$ cat src/rtl/fall_alert_pkg.sv
// -----------------------------------------------------------------------------
// fall_alert_pkg
// Shared types and constants for the fall alert responder.
//   state_t       : responder FSM states
//   SENSOR_W      : width of the FallingDetector sensor value
//   sensor_t      : sensor snapshot type
//   alert_word_t  : alert word layout {patient id, snapshot} for the default
//                   8-bit patient identifier
// -----------------------------------------------------------------------------
package fall_alert_pkg;

   localparam int SENSOR_W     = 8;
   localparam int DEFAULT_ID_W = 8;

   typedef logic [SENSOR_W-1:0] sensor_t;

   typedef enum logic [2:0] {
      ST_IDLE     = 3'd0,
      ST_QUALIFY  = 3'd1,
      ST_SEND     = 3'd2,
      ST_WAIT_ACK = 3'd3,
      ST_ESCALATE = 3'd4,
      ST_REARM    = 3'd5
   } state_t;

   typedef struct packed {
      logic [DEFAULT_ID_W-1:0] patient_id;
      sensor_t                 snapshot;
   } alert_word_t;

endpackage

$ cat src/rtl/fall_debounce.sv
// -----------------------------------------------------------------------------
// fall_debounce
// Counts consecutive high samples of the fall level while armed and raises a
// single-cycle qualify pulse on the DEBOUNCE_CYCLES-th consecutive high sample.
// Ports:
//   clk        in  clock, rising edge
//   rst        in  synchronous active-high reset
//   i_arm      in  counting enabled (responder idle or qualifying)
//   i_level    in  raw fallDetected level
//   o_qualify  out high on the sample that completes the debounce run
// -----------------------------------------------------------------------------
module fall_debounce #(
   parameter int DEBOUNCE_CYCLES = 4
) (
   input  logic clk,
   input  logic rst,
   input  logic i_arm,
   input  logic i_level,
   output logic o_qualify
);

   localparam int              CNT_W    = $clog2(DEBOUNCE_CYCLES + 1);
   localparam logic [CNT_W-1:0] CNT_LAST = CNT_W'(DEBOUNCE_CYCLES - 1);

   logic [CNT_W-1:0] r_count;

   // r_count holds the number of high samples already seen, so the current
   // sample completes the run when it equals DEBOUNCE_CYCLES-1. With
   // DEBOUNCE_CYCLES=1 this qualifies straight from a zero count.
   assign o_qualify = i_arm & i_level & (r_count == CNT_LAST);

   // NOTE: sequential state uses non-blocking assignments so every register
   // samples pre-edge values regardless of block ordering.
   always_ff @(posedge clk) begin
      if (rst) begin
         r_count <= '0;
      end else if (!i_arm || !i_level || o_qualify) begin
         r_count <= '0;
      end else begin
         r_count <= r_count + 1'b1;
      end
   end

endmodule

$ cat src/rtl/fall_alert_responder.sv
// -----------------------------------------------------------------------------
// fall_alert_responder
// Qualifies the FallingDetector level, latches a fall event with a sensor
// snapshot, sends one alert word over valid/ready, waits for acknowledge,
// retries on timeout and finally escalates.
// Optional feature: define FALL_ALERT_CANCEL_EN to add the cancelIn input.
// Ports:
//   clk, rst        clock / synchronous active-high reset
//   fallDetected    fall level from FallingDetector
//   fdSensorValue   sensor value, snapshotted at qualification
//   patientId       static patient identifier
//   alertValid      alert word valid (out)
//   alertReady      link accepts word on alertValid & alertReady
//   alertData       {patientId, snapshot} (out)
//   ackIn           caregiver acknowledge pulse
//   cancelIn        (FALL_ALERT_CANCEL_EN only) cancel current event
//   alarmActive     high from qualification until the event is cleared (out)
//   escalate        high while escalated (out)
//   retryCount      resends issued for the current event (out)
// -----------------------------------------------------------------------------
module fall_alert_responder
   import fall_alert_pkg::*;
#(
   parameter int DEBOUNCE_CYCLES = 4,
   parameter int ACK_TIMEOUT     = 1000,
   parameter int MAX_RETRIES     = 3,
   parameter int ID_W            = 8
) (
   input  logic                     clk,
   input  logic                     rst,
   input  logic                     fallDetected,
   input  logic [SENSOR_W-1:0]      fdSensorValue,
   input  logic [ID_W-1:0]          patientId,
   output logic                     alertValid,
   input  logic                     alertReady,
   output logic [ID_W+SENSOR_W-1:0] alertData,
   input  logic                     ackIn,
`ifdef FALL_ALERT_CANCEL_EN
   input  logic                     cancelIn,
`endif
   output logic                     alarmActive,
   output logic                     escalate,
   output logic [1:0]               retryCount
);

   localparam int               TMR_W     = $clog2(ACK_TIMEOUT);
   localparam logic [TMR_W-1:0] TMR_LAST  = TMR_W'(ACK_TIMEOUT - 1);
   localparam logic [1:0]       RETRY_MAX = 2'(MAX_RETRIES);

   state_t           r_state;
   state_t           w_next;
   logic [TMR_W-1:0] r_timer;
   logic [1:0]       r_retry;
   sensor_t          r_snapshot;
   logic [ID_W-1:0]  r_patient;

   logic w_qualify;
   logic w_handshake;
   logic w_timeout;
   logic w_cancel;       // cancel usable right now (QUALIFY / WAIT_ACK)
   logic w_cancel_send;  // cancel to apply when the SEND handshake completes

   fall_debounce #(
      .DEBOUNCE_CYCLES(DEBOUNCE_CYCLES)
   ) u_debounce (
      .clk       (clk),
      .rst       (rst),
      .i_arm     (r_state == ST_IDLE || r_state == ST_QUALIFY),
      .i_level   (fallDetected),
      .o_qualify (w_qualify)
   );

`ifdef FALL_ALERT_CANCEL_EN
   // A cancel seen during SEND is remembered and acted on once the word has
   // gone out, so the link never sees a withdrawn valid.
   logic r_cancel_pend;

   always_ff @(posedge clk) begin
      if (rst) begin
         r_cancel_pend <= 1'b0;
      end else begin
         r_cancel_pend <= (r_state == ST_SEND) & (r_cancel_pend | cancelIn);
      end
   end

   assign w_cancel      = cancelIn;
   assign w_cancel_send = cancelIn | r_cancel_pend;
`else
   assign w_cancel      = 1'b0;
   assign w_cancel_send = 1'b0;
`endif

   assign w_handshake = alertValid & alertReady;
   assign w_timeout   = (r_timer == TMR_LAST);

   // NOTE: every output of this always_comb is given a default first, so no
   // path through the case can leave it unassigned and infer a latch.
   always_comb begin
      w_next = r_state;
      case (r_state)
         ST_IDLE: begin
            if (w_qualify)         w_next = ST_SEND;
            else if (fallDetected) w_next = ST_QUALIFY;
         end
         ST_QUALIFY: begin
            if (w_cancel)           w_next = ST_REARM;
            else if (w_qualify)     w_next = ST_SEND;
            else if (!fallDetected) w_next = ST_IDLE;
         end
         ST_SEND: begin
            if (w_handshake) w_next = w_cancel_send ? ST_REARM : ST_WAIT_ACK;
         end
         ST_WAIT_ACK: begin
            // ack (or cancel, which is treated the same) beats a timeout
            if (ackIn || w_cancel) w_next = ST_REARM;
            else if (w_timeout)    w_next = (r_retry < RETRY_MAX) ? ST_SEND : ST_ESCALATE;
         end
         ST_ESCALATE: begin
            if (ackIn) w_next = ST_REARM;
         end
         ST_REARM: begin
            // one fall, one alert sequence: wait for the level to drop
            if (!fallDetected) w_next = ST_IDLE;
         end
         default: w_next = ST_IDLE;
      endcase
   end

   // NOTE: the snapshot registers are reset along with the control state so
   // alertData reads zero after reset, not a stale word from an old event.
   always_ff @(posedge clk) begin
      if (rst) begin
         r_state    <= ST_IDLE;
         r_timer    <= '0;
         r_retry    <= '0;
         r_snapshot <= '0;
         r_patient  <= '0;
      end else begin
         r_state <= w_next;

         // cleared on every exit from WAIT_ACK, so it can never wrap
         if (r_state == ST_WAIT_ACK && w_next == ST_WAIT_ACK) r_timer <= r_timer + 1'b1;
         else                                                 r_timer <= '0;

         if (w_next == ST_REARM)                              r_retry <= '0;
         else if (r_state == ST_WAIT_ACK && w_next == ST_SEND) r_retry <= r_retry + 1'b1;

         if ((r_state == ST_IDLE || r_state == ST_QUALIFY) && w_next == ST_SEND) begin
            r_snapshot <= fdSensorValue;
            r_patient  <= patientId;
         end
      end
   end

   assign alertValid  = (r_state == ST_SEND);
   assign alarmActive = (r_state == ST_SEND) || (r_state == ST_WAIT_ACK) ||
                        (r_state == ST_ESCALATE);
   assign escalate    = (r_state == ST_ESCALATE);
   assign retryCount  = r_retry;
   assign alertData   = {r_patient, r_snapshot};

endmodule

$ cat config.mk
export PLATFORM = sky130hd
export DESIGN_NAME = fall_alert_responder
export DESIGN_NICKNAME = d
export VERILOG_FILES = /design/src/rtl/fall_alert_pkg.sv /design/src/rtl/fall_debounce.sv /design/src/rtl/fall_alert_responder.sv
export SDC_FILE = /design/constraint.sdc
export NUM_CORES = 1
export LEC_CHECK = 0
export CORE_ASPECT_RATIO = 0.6
export CORE_MARGIN = 10
export CORE_UTILIZATION = 46
export DETAILED_ROUTE_END_ITERATION = 12
export PLACE_DENSITY = 0.78
export SKIP_CTS_REPAIR_TIMING = 1
export SLEW_MARGIN = 20
export SYNTH_ARGS = -nofsm -noshare
export SYNTH_HDL_FRONTEND = slang
export SYNTH_SLANG_ARGS = --single-unit
$ cat constraint.sdc
create_clock -name clk -period 2.1 [get_ports clk]
set_clock_uncertainty 0.05 [all_clocks]
set_input_delay 0.42 -clock clk [delete_from_list [all_inputs] [get_ports clk]]
set_output_delay 0.42 -clock clk [all_outputs]
set_load 0.01 [all_outputs]
==> flow_summary.toml <==
[status]
run_status = "finished clean"

[clocking]
tritoncts.num_buffers = 5
insertion_delay_ns = 0.28
clock_tree.buffer_depth = 2
htree_num_levels = 2
root_driver = "sky130_fd_sc_hd__clkbuf_8"
cts_sinks = 34
worst_setup_hold_path_clk_slew_ns = 0.06
cts_tree = "yes"

[timing]
fin_crit_ns = 2.03
slew_violations = 0
timing.final.crit_share = 0.968
finalSetupTns_ns = 0
grt_setup_unrepaired = "no"
fmaxAchievable_mhz = 492
postLayoutSetupSlackWorst_ns = 0.0667
maxSlewHeadroom = 0.663
tightest_slew_ns = 0.501
finalSetupViolCount = 0
hold_viol_final = 0

[routing]
drtIter0Drc = 78
dr_total_vias = 1368
ant_nets = 0
wirelength_um = 4030
via_density_per_instance = 5.24
first_pass_iters = 5
drc = 0
wl_per_cell_um = 15.5

[placed_design]
place.port_buffers = 41
worst_slack_at_placement_ns = 0.0438
detailed_place_hpwl_um = 3080
gp_congestion = 0.834

[pwr]
ratio_of_total_power_to_cell_area_nw_per_um2 = 574
ir_worst_vdd_v = 0.000403
power_leakage_nw = 0.715

[global_route]
grt_antenna_before_repair = 0
globalRouteOverflowTotal = 0
grt-busiest-layer = "met2"
via_count_of_the_first_global_routing_pass = 1302
globalRouteMet3Util = 0.0520
track_usage = 0.133
grt_pass1_wl_um = 6440
maximum_number_of_pins_on_one_net_before_global_route_repair = 21
grt.met2_usage = 0.211
grtUsageMet1 = 0.160

[worst_setup_path]
worstPathMaxFanout = 7
r2r_slack_ns = 0.29
reg2reg_depth = 6
critPathCaptureType = "output port"
worst_r2r_startpoint = "u_debounce.r_count[0]$_SDFF_PP0_"
crit-reg2reg-capture = "r_timer[7]$_SDFF_PP0_"
worst-endpoint-required_ns = 1.63
critPathLaunchType = "flip-flop"
worst-endpoint-arrival_ns = 1.56
critPathKind = "reg2out"

[floorplan]
initial_core_util = 0.496
ios = 42
placementRows = 15
core-area_um2 = 2950
fp.dieW_um = 92.7
floorplan.die_area_um2 = 5900
floorplan.die.height_um = 63.6

[final_layout]
mostFrequentLayoutCells = "sky130_fd_sc_hd__nand2_1, sky130_fd_sc_hd__clkdlybuf4s50_1, sky130_fd_sc_hd__dfxtp_1, sky130_fd_sc_hd__a21oi_1, sky130_fd_sc_hd__nor2_1"
layout_commonest_cell = "sky130_fd_sc_hd__nand2_1"
nFillCells = 246
insertedDiodeCount = 0
area.growth.synth_to_final_pct = 39.7
postLayoutCoreUtil = 0.692
drive_gt1_frac = 0.0959
num-nets-final = 244

[logic_synthesis]
synth_simple_gate_area_share = 0.289
synth_instances = 173
synth_sequential_area_ratio = 0.466
synth_top_family_by_area = "simple AND/OR/NAND/NOR gates"
yosys.area_share.adder = 0.0343
muxShareOfSynthArea = 0
synth.yosys.warnings = 0
synth-compound-area-share = 0.117
count_of_different_cell_masters_after_synthesis = 34
synth_top_cell_by_area = "sky130_fd_sc_hd__dfxtp_1"
yosys.area_share.xor_xnor = 0.0480
synth_async_sr_flop_share = 0
synth-main-ff-cell = "sky130_fd_sc_hd__dfxtp_1"
cell_area_after_synthesis_um2 = 1460
mapped_avg_cell_area_um2 = 8.44
mappedNetlistNets = 198
yosys_register_bits = 34
netlist.area_leader.share = 0.466
post_synth_main_area_contributors = "sky130_fd_sc_hd__dfxtp_1, sky130_fd_sc_hd__nand2_1, sky130_fd_sc_hd__a21oi_1"
synth_edf_count = 0

[job]
drv_cap = 0

[hold_path]
hold_path_class = "reg2reg"
hold_depth = 1
timing.hold.worst_endpoint = "u_debounce.r_count[0]$_SDFF_PP0_"
worst_hold_startpoint = "u_debounce.r_count[0]$_SDFF_PP0_"
==> synth_stat cells, types with 2 or more instances <==
cell	number
sky130_fd_sc_hd__nand2_1	41
sky130_fd_sc_hd__dfxtp_1	34
sky130_fd_sc_hd__a21oi_1	20
sky130_fd_sc_hd__nor2_1	10
sky130_fd_sc_hd__nor4_1	8
sky130_fd_sc_hd__inv_1	7
sky130_fd_sc_hd__xnor2_1	7
sky130_fd_sc_hd__nand3_1	5
sky130_fd_sc_hd__ha_1	4
sky130_fd_sc_hd__nor3_1	4
sky130_fd_sc_hd__o21ai_0	4
sky130_fd_sc_hd__buf_2	3
sky130_fd_sc_hd__clkbuf_1	3
sky130_fd_sc_hd__nor3b_2	2
sky130_fd_sc_hd__or3_1	2
==> critical path, cell delays in order, from the launching register on <==
cell,delay [ns]
sky130_fd_sc_hd__dfxtp_2,0.41
sky130_fd_sc_hd__nor3b_4,0.29
sky130_fd_sc_hd__clkdlybuf4s50_1,0.59
==> per-stage QoR <==
stage          area [um2]  power (mW)  hold slack, ns  cells
4_1_cts              2020        1.18           0.379    261
5_1_grt              2040        1.22           0.408    261
2_1_floorplan        1460       0.689           0.349    173
3_5_place_dp         1940       0.737           0.369    254
3_3_place_gp         1940       0.734           0.357    254
6_report             2040        1.17           0.382    261
==> state kept, by name, indices dropped and copies added (netlist names) <==
register	flops
r_patient	8
r_snapshot	8
r_state	3
r_timer	10
retryCount	2
u_debounce.r_count	3
==> routing by layer <==
layer  vias up  part of all wire
li1        683                 -
met1       619              0.43
met2        57              0.47
met3         9             0.085
met4         0             0.021
met5         -                 0
==> worst max path at each step <==
stage / from / to / slack, ns
after detailed placement: fallDetected / r_timer[7]$_SDFF_PP0_ / 0.04
after CTS: r_state[1]$_SDFF_PP0_ / alertValid / -0.05
after floorplan: r_timer[0]$_SDFF_PP0_ / retryCount[0]$_SDFFE_PP0P_ / 0.42
after global routing: r_state[1]$_SDFF_PP0_ / alertValid / 0.003
final: r_state[1]$_SDFF_PP0_ / alertValid / 0.07
after global placement: fallDetected / r_timer[5]$_SDFF_PP0_ / 0.15
==> report_power, final <==
part           switching (mW)  internal [mW]  total, mW
logic                  0.0263         0.0442     0.0705
clock network           0.226          0.222      0.448
registers             0.00435          0.648      0.652
==> cell type report <==
| cell class | instances | area [um2] | area share |
|---|---|---|---|
| clock inverters | 2 | 10.0 | 0.00491 |
| inverters | 7 | 26.3 | 0.0129 |
| well taps | 42 | 52.6 | 0.0258 |
| clock buffers | 5 | 68.8 | 0.0337 |
| multi-input cells | 124 | 724 | 0.355 |
| repair buffers | 47 | 470 | 0.231 |
| flip-flops and latches | 34 | 687 | 0.337 |
==> cell families after synthesis <==
logic type / after synthesis
XOR/XNOR: 8
AO/OA/AOI/OAI: 30
buffers and inverters: 15
AND/OR/NAND/NOR: 82
adder cells (fa/ha/maj): 4
flip-flops: 34
No activity file was read; power rests on OpenSTA's default activity.
